## src/rtl/aska_stim_seq_pkg.sv

```systemverilog
// Shared definitions for the stimulation sequencer: conf field layout,
// electrode count and FSM state encoding.
package aska_stim_seq_pkg;

  localparam int ELEC_NUM = 31;

  localparam int PERIOD_LSB = 0;
  localparam int PERIOD_W   = 12;
  localparam int AMP_LSB    = 12;
  localparam int AMP_W      = 6;
  localparam int RAMP_LSB   = 18;
  localparam int RAMP_W     = 6;
  localparam int ON_LSB     = 24;
  localparam int ON_W       = 8;

  localparam int RF_LSB     = 0;
  localparam int RF_W       = 10;
  localparam int OFF_LSB    = 10;
  localparam int OFF_W      = 10;
  localparam int EN_BIT     = 20;
  localparam int PHASE_LSB  = 21;
  localparam int PHASE_W    = 3;

  typedef enum logic [2:0] {
    S_IDLE,
    S_PH1,
    S_GAP,
    S_PH2,
    S_REST,
    S_OFF
  } state_t;

  function automatic logic [15:0] max16(input logic [15:0] a, input logic [15:0] b);
    return (a > b) ? a : b;
  endfunction

endpackage

```

## src/rtl/aska_stim_seq_ramp_gen.sv

```systemverilog
// Per-pulse amplitude: linear ramp k*ramp_factor (Q6.4) saturated at the
// programmed amplitude, latched when a pulse starts.
module aska_stim_seq_ramp_gen
  import aska_stim_seq_pkg::*;
(
  input  logic              clk,
  input  logic              reset_l,
  input  logic              load,
  input  logic [ON_W-1:0]   k,
  input  logic [AMP_W-1:0]  amplitude,
  input  logic [RAMP_W-1:0] ramp,
  input  logic [RF_W-1:0]   ramp_factor,
  output logic [AMP_W-1:0]  amp_next,
  output logic [AMP_W-1:0]  amp_k
);

  logic [15:0] prod;
  logic [15:0] scaled;

  // k never exceeds ramp (<=63) on the ramp branch, so the product fits in 16 bits
  assign prod   = 16'(k) * 16'(ramp_factor);
  assign scaled = prod >> 4;

  always_comb begin
    amp_next = amplitude;
    if ((ramp != '0) && (16'(k) <= 16'(ramp)) && (scaled < 16'(amplitude))) begin
      amp_next = scaled[AMP_W-1:0];
    end
  end

  always_ff @(posedge clk or negedge reset_l) begin
    if (!reset_l) begin
      amp_k <= '0;
    end else if (load) begin
      amp_k <= amp_next;
    end
  end

endmodule

```

## src/rtl/aska_stim_seq.sv

```systemverilog
// Stimulation sequencer: turns the latched conf/electrode settings into biphasic,
// charge-balanced current pulse trains with ON/OFF bursts and an amplitude ramp.
module aska_stim_seq
  import aska_stim_seq_pkg::*;
#(
  parameter int ELEC_W = ELEC_NUM + 1,
  parameter int IPG    = 1
) (
  input  logic              clk,
  input  logic              reset_l,
  input  logic [31:0]       conf0,
  input  logic [31:0]       conf1,
  input  logic [ELEC_W-1:0] ele1,
  input  logic [ELEC_W-1:0] ele2,
  output logic [ELEC_W-1:0] up_switches,
  output logic [ELEC_W-1:0] down_switches,
  output logic [AMP_W-1:0]  DAC,
  output logic              pulse_active,
  output logic              burst_on
);

  localparam logic [15:0] IPG_T = 16'(IPG);

  state_t             state_q, state_d;
  logic [15:0]        t_q, t_d;
  logic [ON_W-1:0]    k_q, k_d;
  logic [OFF_W-1:0]   off_cnt_q, off_cnt_d;
  logic               load, pulse_start;

  logic [PERIOD_W-1:0] period_in, period_s;
  logic [AMP_W-1:0]    amp_in, amp_s, cur_amp;
  logic [RAMP_W-1:0]   ramp_in, ramp_s, cur_ramp;
  logic [ON_W-1:0]     on_in, on_s;
  logic [RF_W-1:0]     rf_in, rf_s, cur_rf;
  logic [OFF_W-1:0]    off_in, off_s;
  logic [PHASE_W-1:0]  phase_in, phase_s;
  logic [ELEC_W-1:0]   ele1_s, ele2_s, cur_ele1, cur_ele2;
  logic                en_in, start_ok, cur_valid;
  logic [15:0]         ph, per;
  logic [AMP_W-1:0]    amp_next, amp_k;
  logic                unused_conf1;

  assign period_in    = conf0[PERIOD_LSB +: PERIOD_W];
  assign amp_in       = conf0[AMP_LSB +: AMP_W];
  assign ramp_in      = conf0[RAMP_LSB +: RAMP_W];
  assign on_in        = conf0[ON_LSB +: ON_W];
  assign rf_in        = conf1[RF_LSB +: RF_W];
  assign off_in       = conf1[OFF_LSB +: OFF_W];
  assign en_in        = conf1[EN_BIT];
  assign phase_in     = conf1[PHASE_LSB +: PHASE_W];
  assign unused_conf1 = ^conf1[31:PHASE_LSB+PHASE_W];

  assign start_ok = en_in && (on_in != '0);

  // On a burst start the live config is used directly, the shadow copy only from the next tick
  assign cur_amp   = load ? amp_in  : amp_s;
  assign cur_ramp  = load ? ramp_in : ramp_s;
  assign cur_rf    = load ? rf_in   : rf_s;
  assign cur_ele1  = load ? ele1    : ele1_s;
  assign cur_ele2  = load ? ele2    : ele2_s;
  assign cur_valid = (cur_ele1 != '0) && (cur_ele2 != '0) && ((cur_ele1 & cur_ele2) == '0);

  assign ph  = (phase_s == '0) ? 16'd1 : 16'(phase_s);
  assign per = max16(16'(period_s), (ph << 1) + IPG_T + 16'd1);

  always_ff @(posedge clk or negedge reset_l) begin
    if (!reset_l) begin
      period_s <= '0;
      amp_s    <= '0;
      ramp_s   <= '0;
      on_s     <= '0;
      rf_s     <= '0;
      off_s    <= '0;
      phase_s  <= '0;
      ele1_s   <= '0;
      ele2_s   <= '0;
    end else if (load) begin
      period_s <= period_in;
      amp_s    <= amp_in;
      ramp_s   <= ramp_in;
      on_s     <= on_in;
      rf_s     <= rf_in;
      off_s    <= off_in;
      phase_s  <= phase_in;
      ele1_s   <= ele1;
      ele2_s   <= ele2;
    end
  end

  always_ff @(posedge clk or negedge reset_l) begin
    if (!reset_l) begin
      state_q   <= S_IDLE;
      t_q       <= '0;
      k_q       <= '0;
      off_cnt_q <= '0;
    end else begin
      state_q   <= state_d;
      t_q       <= t_d;
      k_q       <= k_d;
      off_cnt_q <= off_cnt_d;
    end
  end

  // t counts ticks since PH1 start (or since the start of the current OFF period)
  always_comb begin
    state_d   = state_q;
    t_d       = t_q + 16'd1;
    k_d       = k_q;
    off_cnt_d = off_cnt_q;
    load      = 1'b0;
    case (state_q)
      S_IDLE: begin
        t_d = '0;
        if (start_ok) begin
          state_d = S_PH1;
          k_d     = ON_W'(1);
          load    = 1'b1;
        end
      end
      S_PH1: if (t_q == ph - 16'd1) state_d = S_GAP;
      S_GAP: if (t_q == ph + IPG_T - 16'd1) state_d = S_PH2;
      S_PH2: if (t_q == (ph << 1) + IPG_T - 16'd1) state_d = S_REST;
      S_REST: begin
        if (t_q == per - 16'd1) begin
          t_d = '0;
          if (!en_in) begin
            state_d = S_IDLE;
            k_d     = '0;
          end else if (k_q != on_s) begin
            state_d = S_PH1;
            k_d     = k_q + ON_W'(1);
          end else if (off_s != '0) begin
            state_d   = S_OFF;
            off_cnt_d = '0;
          end else if (start_ok) begin
            state_d = S_PH1;
            k_d     = ON_W'(1);
            load    = 1'b1;
          end else begin
            state_d = S_IDLE;
            k_d     = '0;
          end
        end
      end
      S_OFF: begin
        if (!en_in) begin
          state_d = S_IDLE;
          t_d     = '0;
          k_d     = '0;
        end else if (t_q == per - 16'd1) begin
          t_d = '0;
          if (off_cnt_q != off_s - OFF_W'(1)) begin
            off_cnt_d = off_cnt_q + OFF_W'(1);
          end else if (start_ok) begin
            state_d = S_PH1;
            k_d     = ON_W'(1);
            load    = 1'b1;
          end else begin
            state_d = S_IDLE;
            k_d     = '0;
          end
        end
      end
      default: state_d = S_IDLE;
    endcase
  end

  assign pulse_start = (state_d == S_PH1) && (state_q != S_PH1);

  aska_stim_seq_ramp_gen u_ramp_gen (
    .clk         (clk),
    .reset_l     (reset_l),
    .load        (pulse_start),
    .k           (k_d),
    .amplitude   (cur_amp),
    .ramp        (cur_ramp),
    .ramp_factor (cur_rf),
    .amp_next    (amp_next),
    .amp_k       (amp_k)
  );

  // Outputs follow the state being entered, so they line up with it on the same edge
  always_ff @(posedge clk or negedge reset_l) begin
    if (!reset_l) begin
      up_switches   <= '0;
      down_switches <= '0;
      DAC           <= '0;
      pulse_active  <= 1'b0;
      burst_on      <= 1'b0;
    end else begin
      up_switches   <= '0;
      down_switches <= '0;
      DAC           <= '0;
      pulse_active  <= 1'b0;
      burst_on      <= (state_d == S_PH1) || (state_d == S_GAP) ||
                       (state_d == S_PH2) || (state_d == S_REST);
      case (state_d)
        S_PH1: begin
          if (cur_valid) begin
            up_switches   <= cur_ele1;
            down_switches <= cur_ele2;
            DAC           <= amp_next;
            pulse_active  <= 1'b1;
          end
        end
        S_GAP: pulse_active <= cur_valid;
        S_PH2: begin
          if (cur_valid) begin
            up_switches   <= cur_ele2;
            down_switches <= cur_ele1;
            DAC           <= amp_k;
            pulse_active  <= 1'b1;
          end
        end
        default: ;
      endcase
    end
  end

endmodule
```

## config.mk

```make
export PLATFORM = sky130hd
export DESIGN_NAME = aska_stim_seq
export DESIGN_NICKNAME = d
export VERILOG_FILES = /design/src/rtl/aska_stim_seq_pkg.sv /design/src/rtl/aska_stim_seq_ramp_gen.sv /design/src/rtl/aska_stim_seq.sv
export SDC_FILE = /design/constraint.sdc
export NUM_CORES = 1
export LEC_CHECK = 0
export ABC_AREA = 1
export CORE_ASPECT_RATIO = 1.4
export CORE_MARGIN = 2
export CORE_UTILIZATION = 46
export CTS_CLUSTER_DIAMETER = 50
export CTS_CLUSTER_SIZE = 8
export DETAILED_ROUTE_END_ITERATION = 10
export GPL_TIMING_DRIVEN = 1
export MAX_ROUTING_LAYER = met4
export PLACE_DENSITY = 0.74
export SLEW_MARGIN = 20
export SYNTH_ARGS = -nofsm -noshare
export SYNTH_HDL_FRONTEND = slang
export SYNTH_SLANG_ARGS = --single-unit
```

## constraint.sdc

```tcl
create_clock -name clk -period 17.3 [get_ports clk]
set_input_delay 2.595 -clock clk [delete_from_list [all_inputs] [get_ports clk]]
set_output_delay 2.595 -clock clk [all_outputs]
set_load 0.01 [all_outputs]
```

# --- After elaboration in Yosys (flattened, before gate mapping) ---
# Index checks and enable logic that the tools add are counted.
# W data, S select, Z words.
classes:
  addsub: 11
  mul: 1
  n_lt_le_gt_ge: 3
  n_eq_ne: 23
  mux: 60
  bitwise: 1
  n_reduce_logical: 20
ops:
  columns: ["operator", "count"]
  rows:
  - ["$mux W32", 4]
  - ["$pmux W32 S2", 2]
  - ["$mux W10", 8]
  - ["$eq A16 B16 Y1", 4]
  - ["$mux W8", 8]
  - ["$reduce_bool A32 Y1", 2]
  - ["$mux W16", 3]
  - ["$pmux W16 S3", 1]
  - ["$mux W3", 12]
  - ["$add A16 B1 Y16 const B", 2]
  - ["$and A32 B32 Y32", 1]
  - ["$logic_not A32 Y1", 1]
  - ["$mux W6", 5]
  - ["$pmux W8 S3", 1]
  - ["$pmux W10 S2", 1]
  - ["$pmux W3 S6", 1]
  - ["$gt A12 B16 Y1", 1]
  - ["$mul A8 B10 Y16", 1]
  - ["$sub A16 B1 Y16 const B", 1]
  - ["$ne A2 B2 Y1 const B", 7]
  - ["$eq A3 B2 Y1 const B", 4]
  - ["$lt A12 B6 Y1", 1]
  - ["$pmux W6 S2", 1]
  - ["$mux W1", 11]
  - ["25 further kinds", 36]
word_totals:
  regBits: 234
  in_bits: 130
  elab_cells: 138

# --- Depth between registers and ports, before layout ---
# Gate-level depths: netlist of run 1.
logic_depth:
  ltp_word: 18
  mapped_depth: 66
  depth_no_buf: 62

# --- Cells and area by module ---
# A second synthesis of run 1 with hierarchy kept.
unflattened:
  cells_unflattened: 2164
  hier_area_um2: 15862.7
by_module_without_submodules:
  columns: ["module", "instances", "cells_per_inst", "area_per_inst_um2", "seq_area_each_um2"]
  rows:
  - ["aska_stim_seq", 1, 1610, 12355.6, 5705.5]
  - ["aska_stim_seq_ramp_gen", 1, 554, 3507.1, 150.1]

# --- Worst setup path before layout of run 1 ---
# Ideal clock, no wire load.
synth_timing:
  kind: "in2reg"
  from: "input conf1[20]"
  to: "register u_ramp_gen.amp_k[3]"
  setup_ns: 0.117
  arrival_time_ns: 9.398
  required_ns: 17.183
  setup_slack_ns: 7.786
  cell_stages: 43
  n_path_buf: 5
  path_cell_list: "clkbuf_1 > nand2_1 > nor3_1 > nand2_1 > o21ai_1 > nand2_4 > nand2_4 > buf_4 > buf_2 > buf_2 > clkbuf_1 > nand2_1 > o21ai_0 > inv_1 > nor2_1 > fa_1 > fa_1 > fa_1 > [... 7 more ...] > a21oi_1 > inv_1 > a21oi_1 > nor2_1 > nor2_1 > xnor2_1 > nor3_1 > nand2_1 > nor2_1 > nand2_1 > nor2_1 > nand2_1 > nor2_2 > nand3_1 > nand2_1 > nand2_1 > nand2_1 > nand2_1"
synth_via:
  elab_chain_cells: 12
synth_rtl:
  columns: ["element", "line_no", "source"]
  rows:
  - ["from (decl)", "aska_stim_seq.sv:12", "input logic [31:0] conf1,"]
  - ["$logic_and A1 B1 Y1", "aska_stim_seq.sv:53", "assign start_ok = en_in && (on_in != '0);"]
  - ["$mux W1", "aska_stim_seq.sv:114, aska_stim_seq.sv:135, aska_stim_seq.sv:154", null]
  - ["$mux W1", "aska_stim_seq.sv:132", "end else if (off_s != '0) begin"]
  - ["$mux W1", "aska_stim_seq.sv:129", "end else if (k_q != on_s) begin"]
  - ["$mux W1", "aska_stim_seq.sv:126", "if (!en_in) begin"]
  - ["$mux W1", "aska_stim_seq.sv:124", "if (t_q == per - 16'd1) begin"]
  - ["$pmux W1 S3 *", "aska_stim_seq.sv:111", "case (state_q)"]
  - ["$mux W10 *", null, null]
  - ["named net cur_rf[4]", "aska_stim_seq.sv:34", "logic [RF_W-1:0] rf_in, rf_s, cur_rf;"]
  - ["$mul A8 B10 Y16 *", "aska_stim_seq_ramp_gen.sv:21", "assign prod = 16'(k) * 16'(ramp_factor);"]
  - ["$lt A12 B6 Y1", "aska_stim_seq_ramp_gen.sv:26", "if ((ramp != '0) && (16'(k) <= 16'(ramp)) && (scaled < 16'(amplitude))) begin"]
  - ["$logic_and A1 B1 Y1", "aska_stim_seq_ramp_gen.sv:26", null]
  - ["$mux W6 *", "aska_stim_seq_ramp_gen.sv:26", null]
  - ["to (signal assigned)", "aska_stim_seq_ramp_gen.sv:35", "amp_k <= amp_next;"]
  - ["to (decl)", "aska_stim_seq_ramp_gen.sv:14", "output logic [AMP_W-1:0] amp_k"]
# The timed path passes the listed nets; every way through them passes the cells marked *.
# A chain may end at the register's enable or synchronous reset.

# --- Worst setup path after layout of run 1 ---
layout_timing:
  from: "register phase_s[0]"
  to: "register DAC[5]"
layout_via:
  elab_chain_cells: 18
layout_rtl:
  columns: ["element", "line_no", "source"]
  rows:
  - ["from (decl)", "aska_stim_seq.sv:36", "logic [PHASE_W-1:0] phase_in, phase_s;"]
  - ["from (signal assigned)", "aska_stim_seq.sv:84", "phase_s <= phase_in;"]
  - ["$logic_not A3 Y1", "aska_stim_seq.sv:63", "assign ph = (phase_s == '0) ? 16'd1 : 16'(phase_s);"]
  - ["$mux W3 *", "aska_stim_seq.sv:63", null]
  - ["$add A4 B1 Y5 *", "aska_stim_seq.sv:64", "assign per = max16(16'(period_s), (ph << 1) + IPG_T + 16'd1);"]
  - ["$add A16 B1 Y16 *", "aska_stim_seq.sv:64", null]
  - ["$gt A12 B16 Y1", "aska_stim_seq_pkg.sv:34", "return (a > b) ? a : b;"]
  - ["$mux W16 *", "aska_stim_seq_pkg.sv:34", null]
  - ["$sub A16 B1 Y16 *", "aska_stim_seq.sv:124, aska_stim_seq.sv:150", null]
  - ["$eq A16 B16 Y1 *", "aska_stim_seq.sv:124, aska_stim_seq.sv:150", null]
  - ["[... 3 more ...]", null, null]
  - ["$mux W10 *", null, null]
  - ["named net cur_rf[3]", "aska_stim_seq.sv:34", null]
  - ["$mul A8 B10 Y16 *", "aska_stim_seq_ramp_gen.sv:21", null]
  - ["$lt A12 B6 Y1", "aska_stim_seq_ramp_gen.sv:26", null]
  - ["$logic_and A1 B1 Y1", "aska_stim_seq_ramp_gen.sv:26", null]
  - ["$mux W6 *", "aska_stim_seq_ramp_gen.sv:26", null]
  - ["$mux W6 *", "aska_stim_seq.sv:199", "if (cur_valid) begin"]
  - ["$pmux W6 S2 *", "aska_stim_seq.sv:197", "case (state_d)"]
  - ["to (signal assigned)", "aska_stim_seq.sv:202", "DAC <= amp_next;"]
  - ["to (signal assigned)", "aska_stim_seq.sv:211", "DAC <= amp_k;"]
  - ["to (decl)", "aska_stim_seq.sv:17", "output logic [AMP_W-1:0] DAC,"]
# Marked as above.

==> flow_summary.yaml, run 1 <==
timing:
  tns_ns: 0
  min_period_ns: 11.61
  hold_viol: 0
  finClkSkew_ns: 0.0207
  max_freq_mhz: 86.1
  slew_headroom: 0.339
  timing.hold.ws_ns: 0.484
  finalCritPeriodShare: 0.671
  slew_viol_final: 0
  fin_ws_ns: 5.69
  setup_viol: 0
  rsz0062_at_grt: "false"
  worstMarginPinSlew_ns: 0.991
cts:
  cts.clk_slew.worst_paths_ns: 0.05
  numCtsBuffers: 37
  cts_setup_buffers: 0
  cts_max_path_buffers: 3
  cts_tree: "yes"
  post_cts_resize_count: 0
  clock-root-buffer: "clkbuf_16"
  h-tree-depth: 2
  cts_hold_buf: 0
  cts_num_sinks: 234
  clkLatencyLatePin_ns: 0.53
place:
  dp_hpwl_um: 30500
  preCtsSetupSlack_ns: 5.28
  portBuffers: 193
  place.gp.congestion: 0.941
  dp.cells: 2403
setup_path:
  r2r_start: "phase_s[0]$_DFFE_PN0N_"
  crit_buf_inv: 9
  end_kind: "flip-flop"
  crit_type: "reg -> reg"
  critPathSlowestCell: "nand2_8"
  cpMostUsedCell: "nand2_1"
  critPathRequiredTime_ns: 17.72
  cp-start-kind: "flip-flop"
  slowest_delay_ns: 0.66
  timing.rr.end: "DAC[5]$_DFF_PN0_"
  ff2ff_path_depth: 56
  critical_path_arrival_ns: 12.03
  cp_max_fo: 116
  r2r_slack_ns: 5.69
  cpLargestDelayFamily: "simple AND/OR/NAND/NOR gates"
power:
  powerDensity_nw_per_um2: 150
  irDropWorstVdd_uv: 77.4
  leakage_nw: 8.75
yosys:
  synth_edf_count: 0
  syn_inst: 1861
  synth_top_cell_area_share: 0.403
  async_flop_share: 1.00
  synth_ff_type: "dfrtp_1"
  syn_nets: 2087
  yosys_register_bits: 234
  ys_warn_count: 0
  syn_area_um2: 14500
  ys_seq_area_frac: 0.403
  netlist_top_cells_area: "dfrtp_1 (40%), nand2_1 (11%), inv_1 (7.7%)"
  postSynthAreaPerCell_um2: 7.81
  synth_area_leader_cell: "dfrtp_1"
  synthDistinctLibCells: 62
drt:
  route.detailed.drc: 0
  dr.pass1.iters: 5
  via_per_inst: 5.39
  antenna_left: 0
  drt-total-wl_um: 41800
  dr_total_vias: 13193
  wl_per_cell_um: 17.1
  drtIter0Drc: 823
final_layout:
  n_antenna_cell: 0
  multiInputGateArea_um2: 7260
  seq_area_um2: 5860
  fin_cells: 2448
  layout-drive-gt1-share: 0.0516
  syn_to_final_growth_pct: 22.8
  fillers: 2776
  fin_nets: 2273
floorplanning:
  core_area_um2: 31300
  die_h_um: 214
  rows: 77
  die_area_um2: 33000
  die_x_um: 154
  io_pins: 202
  start_util: 0.464
worst_hold_path:
  hold_class: "reg -> reg"
  min_to: "u_ramp_gen.amp_k[1]$_DFFE_PN0P_"
  hold_depth: 2
  min_from: "u_ramp_gen.amp_k[1]$_DFFE_PN0P_"
run:
  cap_violations: 0
global_route:
  antenna_found_initial: 0
  overflow: 0
  grt_max_degree: 117
  grt_pass1_wl_um: 68600
  track_usage: 0.266
  grt_pass1_vias: 13559
status:
  status: "finished clean"
==> sequential cells by signal, indices dropped and copies added (netlist names), 8 cells and up <==
| signal | count |
|---|---|
| t_q | 16 |
| ele1_s | 32 |
| rf_s | 10 |
| off_s | 10 |
| ele2_s | 32 |
| up_switches | 32 |
| period_s | 12 |
| off_cnt_q | 10 |
| down_switches | 32 |
| on_s | 8 |
| k_q | 8 |
==> cells in the mapped netlist, types with 8 or more instances <==
cell and n:
xnor2_1 16, inv_2 12, nor4_1 12, nand2_1 428
inv_1 298, nor3_1 38, ha_1 49, o21ai_0 71
nand3_1 172, buf_2 19, dfrtp_1 234, xor2_1 30
nor3b_1 8, a21oi_1 38, fa_1 47, o21ai_1 84
mux2_2 9, o21a_1 9, nor2_1 156, clkbuf_1 26
nand4_1 24
==> per-layer routing <==
layer | wire [µm] | up-vias | track usage
li1 | - | 6282 | -
met1 | 15900 | 6312 | 0.302
met2 | 22000 | 479 | 0.469
met3 | 2090 | 120 | 0.0315
met4 | 1710 | 0 | 0.116
met5 | 0 | - | -
==> report_power, final <==
part	internal [mW]	switching [mW]	leakage [nW]
combinational	0.376	0.846	5.25
sequential	0.701	0.0811	2.97
clock	0.420	0.248	0.521
==> cells in the final DEF (no fill, tap or decap), drive strengths merged, types with 8 or more instances in the layout <==
cell,instances
nand2,434
inv,312
dfrtp,234
clkdlybuf4s50,192
nand3,174
nor2,164
o21ai,160
ha,49
fa,47
nor3,39
a21oi,39
clkbuf,38
xor2,31
nand4,25
xnor2,16
nor4,12
o21a,9
mux2,9
buf,9
nor3b,8
nand3b,8
==> final cells by class <==
| cell class | count | area share |
|---|---|---|
| timing repair buffer | 201 | 0.112 |
| multi-input combinational | 1261 | 0.407 |
| clock buffer | 38 | 0.0533 |
| sequential | 234 | 0.328 |
| inverter | 312 | 0.0658 |
| tap | 395 | 0.0277 |
| clock inverter | 7 | 0.00659 |
==> logic make-up after synthesis <==
logic type,after synthesis,share of synthesized area
AND/OR/NAND/NOR,872,0.264
XOR/XNOR,47,0.0288
multiplexers,9,0.00698
adder cells (fa/ha/maj),96,0.107
buffers and inverters,366,0.0987
flip-flops,234,0.403
AO/OA/AOI/OAI,237,0.0913
==> how the worst max path moves through the flow <==
stage / start / endpoint / depth (start not counted)
after global routing: phase_s[0]$_DFFE_PN0N_ / DAC[3]$_DFF_PN0_ / 58
after CTS: phase_s[0]$_DFFE_PN0N_ / DAC[5]$_DFF_PN0_ / 56
after global placement: conf1[20] / DAC[5]$_DFF_PN0_ / 40
final: phase_s[0]$_DFFE_PN0N_ / DAC[5]$_DFF_PN0_ / 56
after detailed placement: conf1[20] / DAC[5]$_DFF_PN0_ / 40
after floorplan: conf1[20] / u_ramp_gen.amp_k[3]$_DFFE_PN0P_ / 43
==> worst reg2reg max path, delay by kind of cell, from the launching register on <==
kind	cells	cell delay, ns
XOR/XNOR	1	0.22
flip-flops	1	0.41
AO/OA/AOI/OAI	4	1.12
AND/OR/NAND/NOR	34	4.96
buffers and inverters	9	1.53
adder cells (fa/ha/maj)	8	3.31
==> per-stage QoR <==
step | cell area [µm²] | total power [mW] | utilization
global placement | 16800 | 1.96 | 0.536
CTS | 17800 | 2.67 | 0.570
detailed placement | 16800 | 1.99 | 0.536
floorplan | 14500 | 1.65 | -
global route | 17800 | 2.87 | 0.570
finish | 17800 | 2.67 | 0.570
Note: power is estimated with default switching activity, not from simulation.
==> inputs of run 2 (changes only) <==
--- a/config.mk
+++ b/config.mk
@@ -14,7 +14,7 @@
 export DETAILED_ROUTE_END_ITERATION = 10
 export GPL_TIMING_DRIVEN = 1
 export MAX_ROUTING_LAYER = met4
-export PLACE_DENSITY = 0.74
+export PLACE_DENSITY = 0.77
 export SLEW_MARGIN = 20
 export SYNTH_ARGS = -nofsm -noshare
 export SYNTH_HDL_FRONTEND = slang
==> constraint.sdc (replaced) <==
create_clock -name clk -period 9.95 [get_ports clk]
set_input_delay 1.4925 -clock clk [delete_from_list [all_inputs] [get_ports clk]]
set_output_delay 1.4925 -clock clk [all_outputs]
set_load 0.01 [all_outputs]
==> run 2 against run 1 <==
Non-clock buffer count up 20; sequential power up 74%; critical endpoint is now u_ramp_gen.amp_k[2]$_DFFE_PN0P_; register-to-register slack worse by 5.1 ns; clock power up 84%; largest cell class unchanged.
==> flow_summary.yaml, run 2 (synthesis results as in run 1) <==
timing:
  setup_viol: 0
  finalCritPeriodShare: 0.937
  slew_viol_final: 0
  worstMarginPinSlew_ns: 0.894
  min_period_ns: 9.33
  hold_viol: 0
  slew_headroom: 0.404
  max_freq_mhz: 107
  finClkSkew_ns: 0.0162
cts:
  cts.clk_slew.worst_paths_ns: 0.05
  h-tree-depth: 2
  cts_hold_buf: 0
  numCtsBuffers: 37
  clkLatencyLatePin_ns: 0.54
  clock-root-buffer: "clkbuf_16"
  cts_tree: "yes"
  cts_max_path_buffers: 3
  cts_num_sinks: 234
final_layout:
  final_common_cell: "nand2_1"
  fin_area_um2: 18200
  fin_nets: 2295
  layout-drive-gt1-share: 0.0722
  utilization: 0.581
  fillers: 2762
  final_cell_mix: "nand2_1 (426), inv_1 (290), dfrtp_1 (234), clkdlybuf4s50_1 (192), nand3_1 (170)"
  syn_to_final_growth_pct: 25.2
  n_antenna_cell: 0
place:
  postPlaceCellArea_um2: 16900
  place.gp.congestion: 0.938
  dp_hpwl_um: 30500
  portBuffers: 193
worst_hold_path:
  hold_class: "reg -> reg"
floorplanning:
  die_h_um: 214
  die_x_um: 154
  rows: 77
  io_pins: 202
  die_area_um2: 33000
  start_util: 0.464
  core_area_um2: 31300
power:
  leakage_nw: 8.88
  total_power_mw: 4.78
  powerDensity_nw_per_um2: 263
  irDropWorstVdd_uv: 167
setup_path:
  critical_path_arrival_ns: 9.74
  cpMostUsedCell: "nand2_1"
  cp-start-kind: "flip-flop"
  critPathSlowestCell: "fa_1"
  cp_max_fo: 15
  crit_type: "reg -> reg"
  end_kind: "flip-flop"
  critPathRequiredTime_ns: 10.36
  slowest_delay_ns: 0.56
global_route:
  grt_pass1_vias: 13603
  antenna_found_initial: 0
  track_usage: 0.263
  grt_max_degree: 89
  overflow: 0
  grt_pass1_wl_um: 68100
status:
  status: "finished clean"
drt:
  dr_total_vias: 13402
  route.detailed.drc: 0
  antenna_left: 0
  dr.pass1.iters: 7
  wl_per_cell_um: 17.0
  drt-total-wl_um: 41900
  drtIter0Drc: 853
  via_per_inst: 5.42
run:
  cap_violations: 0
run 2: cell count changes in the layout (fill, tap and decap cells not counted), sizes merged:
cell      delta
clkbuf       +1
buf         +20
nand2        +2
bufinv       +2
clkinvlp     -1
run 2: layout make-up:
class                   instances  area [µm²]  area share
clock buffers                  39         943      0.0519
multi-input cells            1263        7380       0.406
repair buffers                221        2150       0.118
flip-flops and latches        234        5860       0.322
inverters                     312        1170      0.0645
clock inverters                 8         191      0.0105
well taps                     395         494      0.0272
run 2: timing repair:
item	CTS	global route
setup buffers	0	3
gates resized for setup	0	31
setup endpoints to repair	0	12
run 2: worst paths after layout:
check,start,to,slack (ns),cells after the start
setup / recovery,phase_s[1]$_DFFE_PN0N_,u_ramp_gen.amp_k[2]$_DFFE_PN0P_,0.62,56
hold / removal,off_cnt_q[8]$_DFFE_PN0P_,off_cnt_q[8]$_DFFE_PN0P_,0.48,1
setup reg to reg,phase_s[1]$_DFFE_PN0N_,u_ramp_gen.amp_k[2]$_DFFE_PN0P_,0.62,56
hold reg to reg,off_cnt_q[8]$_DFFE_PN0P_,off_cnt_q[8]$_DFFE_PN0P_,0.48,1
max in group asynchronous,reset_l,ramp_s[0]$_DFF_PN0_,7.61,2
min in group asynchronous,reset_l,up_switches[6]$_DFF_PN0_,0.94,1
run 2: per-stage QoR:
| step | setup TNS, ns | worst slack, ns | hold slack (ns) | cells |
|---|---|---|---|---|
| detailed placement | 0 | 0.148 | 0.468 | 2420 |
| global placement | 0 | 0.312 | 0.453 | 2420 |
| CTS | 0 | 0.0712 | 0.476 | 2467 |
| global route | -0.0854 | -0.0346 | 0.511 | 2472 |
| finish | 0 | 0.622 | 0.477 | 2472 |
| floorplan | 0 | 0.866 | 0.434 | 1861 |
run 2: worst max-delay path: cells and delay by family (launching register included):
kind                       cells  cell delay, ns
buffers and inverters          7            0.62
and+or+nand+nor               35            3.82
DFF                            1            0.42
xor gates and xnor gates       3            0.54
AOI/OAI and AO/OA              3            0.48
adders and majority gates      8            3.33
run 2: where the power goes:
part | switching [mW] | internal [mW] | leakage (nW)
Combinational | 1.50 | 0.692 | 5.35
Sequential | 0.138 | 1.22 | 2.97
Clock | 0.448 | 0.779 | 0.553
run 2: metal layers:
metal	part of all wire	vias to the layer above	wire length (µm)	GRT usage
met3	0.056	141	2340	0.0317
li1	-	6347	-	-
met4	0.050	0	2090	0.120
met1	0.37	6407	15500	0.294
met5	0	-	0	-
met2	0.52	507	22000	0.467
==> inputs of run 3 (changes only) <==
--- a/config.mk
+++ b/config.mk
@@ -15,6 +15,7 @@
 export GPL_TIMING_DRIVEN = 1
 export MAX_ROUTING_LAYER = met4
 export PLACE_DENSITY = 0.77
+export SETUP_SLACK_MARGIN = 0.1
 export SLEW_MARGIN = 20
 export SYNTH_ARGS = -nofsm -noshare
 export SYNTH_HDL_FRONTEND = slang
==> run 3 against run 2 <==
Critical endpoint is now DAC[4]$_DFF_PN0_; clock-buffer cell count unchanged; clock power about the same; utilization increased by 0.30 points.
==> flow_summary.yaml, run 3 (synthesis results as in run 1) <==
drt:
  met1_length_um: 15600
  route.detailed.drc: 0
  route.met3.wl_um: 2220
  routed.top_layer: "met4"
  drtIter0Drc: 837
  via_per_inst: 5.42
  dr_total_vias: 13423
  wl_met2_um: 22300
  dr.pass1.iters: 5
  wl_per_cell_um: 17.0
  drt-total-wl_um: 42100
  antenna_left: 0
final_layout:
  fin_cells: 2477
  multiInputGateArea_um2: 7430
  final_cell_mix: "nand2_1 (425), inv_1 (289), dfrtp_1 (234), clkdlybuf4s50_1 (192), nand3_1 (170)"
  final_common_cell: "nand2_1"
  n_antenna_cell: 0
  fin_nets: 2300
  syn_to_final_growth_pct: 25.8
  fillers: 2746
  fin_area_um2: 18300
  layout-drive-gt1-share: 0.0788
  seq_area_um2: 5860
setup_path:
  setup.worst_path.end: "DAC[4]$_DFF_PN0_"
  critPathRequiredTime_ns: 10.41
  slowest_delay_ns: 0.56
  cpLargestDelayFamily: "simple AND/OR/NAND/NOR gates"
  ff2ff_path_depth: 57
  cp-start-kind: "flip-flop"
  cp_max_fo: 15
  r2r_slack_ns: 0.72
  end_kind: "flip-flop"
  critPathLaunch: "phase_s[1]$_DFFE_PN0N_"
  critical_path_arrival_ns: 9.69
  path_depth: 57
  cpMostUsedCell: "nand2_1"
  timing.rr.end: "DAC[4]$_DFF_PN0_"
  crit_type: "reg -> reg"
  crit_buf_inv: 10
  r2r_start: "phase_s[1]$_DFFE_PN0N_"
  critPathSlowestCell: "fa_1"
timing:
  max_freq_mhz: 108
  worstMarginPinSlew_ns: 0.893
  slew_headroom: 0.404
  setup_viol: 0
  min_period_ns: 9.23
  finalCritPeriodShare: 0.927
  rsz0062_at_grt: "false"
  slew_viol_final: 0
  timing.hold.ws_ns: 0.478
  hold_viol: 0
  finClkSkew_ns: 0.0181
  tns_ns: 0
cts:
  clkLatencyLatePin_ns: 0.54
  cts_tree: "yes"
  clock-root-buffer: "clkbuf_16"
  cts_num_sinks: 234
  cts.clk_slew.worst_paths_ns: 0.05
  cts_hold_buf: 0
  h-tree-depth: 2
  numCtsBuffers: 37
  cts_max_path_buffers: 3
power:
  leakage_nw: 8.91
  p_sw_frac: 0.437
  switching_power_mw: 2.11
  intPower_mw: 2.71
  irDropWorstVdd_uv: 173
  pwr-share-clk: 0.254
  powerDensity_nw_per_um2: 264
  power.share.combinational: 0.464
  total_power_mw: 4.82
  seqPwrFrac: 0.282
status:
  status: "finished clean"
global_route:
  overflow: 0
  antenna_found_initial: 0
  grt_pass1_vias: 13601
  grt_pass1_wl_um: 68100
  grt_max_degree: 89
  track_usage: 0.263
place:
  dp_hpwl_um: 30500
  postPlaceCellArea_um2: 16900
  dp.cells: 2420
  place.gp.congestion: 0.938
  portBuffers: 193
run:
  cap_violations: 0
floorplanning:
  die_area_um2: 33000
  start_util: 0.464
  rows: 77
  die_h_um: 214
  io_pins: 202
  core_area_um2: 31300
  die_x_um: 154
worst_hold_path:
  hold_class: "reg -> reg"
-- run 3: cell count changes in the layout (fill, tap and decap cells not counted), moves of 2 or more --
| cell | before | now |
|---|---|---|
| a21oi_1 | 36 | 34 |
| nor2_1 | 151 | 149 |
| o21ai_1 | 84 | 82 |
| buf_4 | 27 | 32 |
| a21oi_2 | 2 | 4 |
-- run 3: per-stage QoR --
step	setup slack, ns	util
2_1_floorplan	0.866	-
3_3_place_gp	0.312	0.540
3_5_place_dp	0.148	0.540
4_1_cts	0.146	0.576
5_1_grt	0.0621	0.584
6_report	0.722	0.584
-- run 3: worst min-delay path by stage --
stage / start / to / slack, ns / depth (start not counted)
floorplan: off_cnt_q[8]$_DFFE_PN0P_ / off_cnt_q[8]$_DFFE_PN0P_ / 0.43 / 1
global placement: off_cnt_q[8]$_DFFE_PN0P_ / off_cnt_q[8]$_DFFE_PN0P_ / 0.45 / 1
detailed placement: u_ramp_gen.amp_k[3]$_DFFE_PN0P_ / u_ramp_gen.amp_k[3]$_DFFE_PN0P_ / 0.47 / 2
CTS: off_cnt_q[8]$_DFFE_PN0P_ / off_cnt_q[8]$_DFFE_PN0P_ / 0.48 / 1
global route: off_cnt_q[8]$_DFFE_PN0P_ / off_cnt_q[8]$_DFFE_PN0P_ / 0.51 / 1
finish: off_cnt_q[8]$_DFFE_PN0P_ / off_cnt_q[8]$_DFFE_PN0P_ / 0.48 / 1
-- run 3: cell type report --
cell class                      instances  share of cell area
Clock buffer                           39              0.0516
Clock inverter                          8              0.0105
Inverter                              312              0.0642
Multi-Input combinational cell       1263               0.407
Sequential cell                       234               0.320
Tap cell                              395              0.0270
Timing Repair Buffer                  226               0.120
-- run 3: layer usage --
metal  up-vias  track usage
met1      6424        0.295
li1       6350            -
met3       140       0.0317
met4         0        0.119
met5         -            -
met2       509        0.467
-- run 3: power by group through the flow --
stage               clock network, mW  logic [mW]  registers, mW
global route                     1.29        2.51           1.38
finish                           1.23        2.24           1.36
global placement                    0        2.06           1.35
floorplan                           0        1.54           1.32
detailed placement                  0        2.12           1.37
CTS                              1.25        2.13           1.36
-- run 3: repair_timing --
item                       CTS  global route
setup endpoints to repair    6            12
pin swaps                    0             6
cloned                       0             2
resized for setup            3            40
buffers inserted             0             8
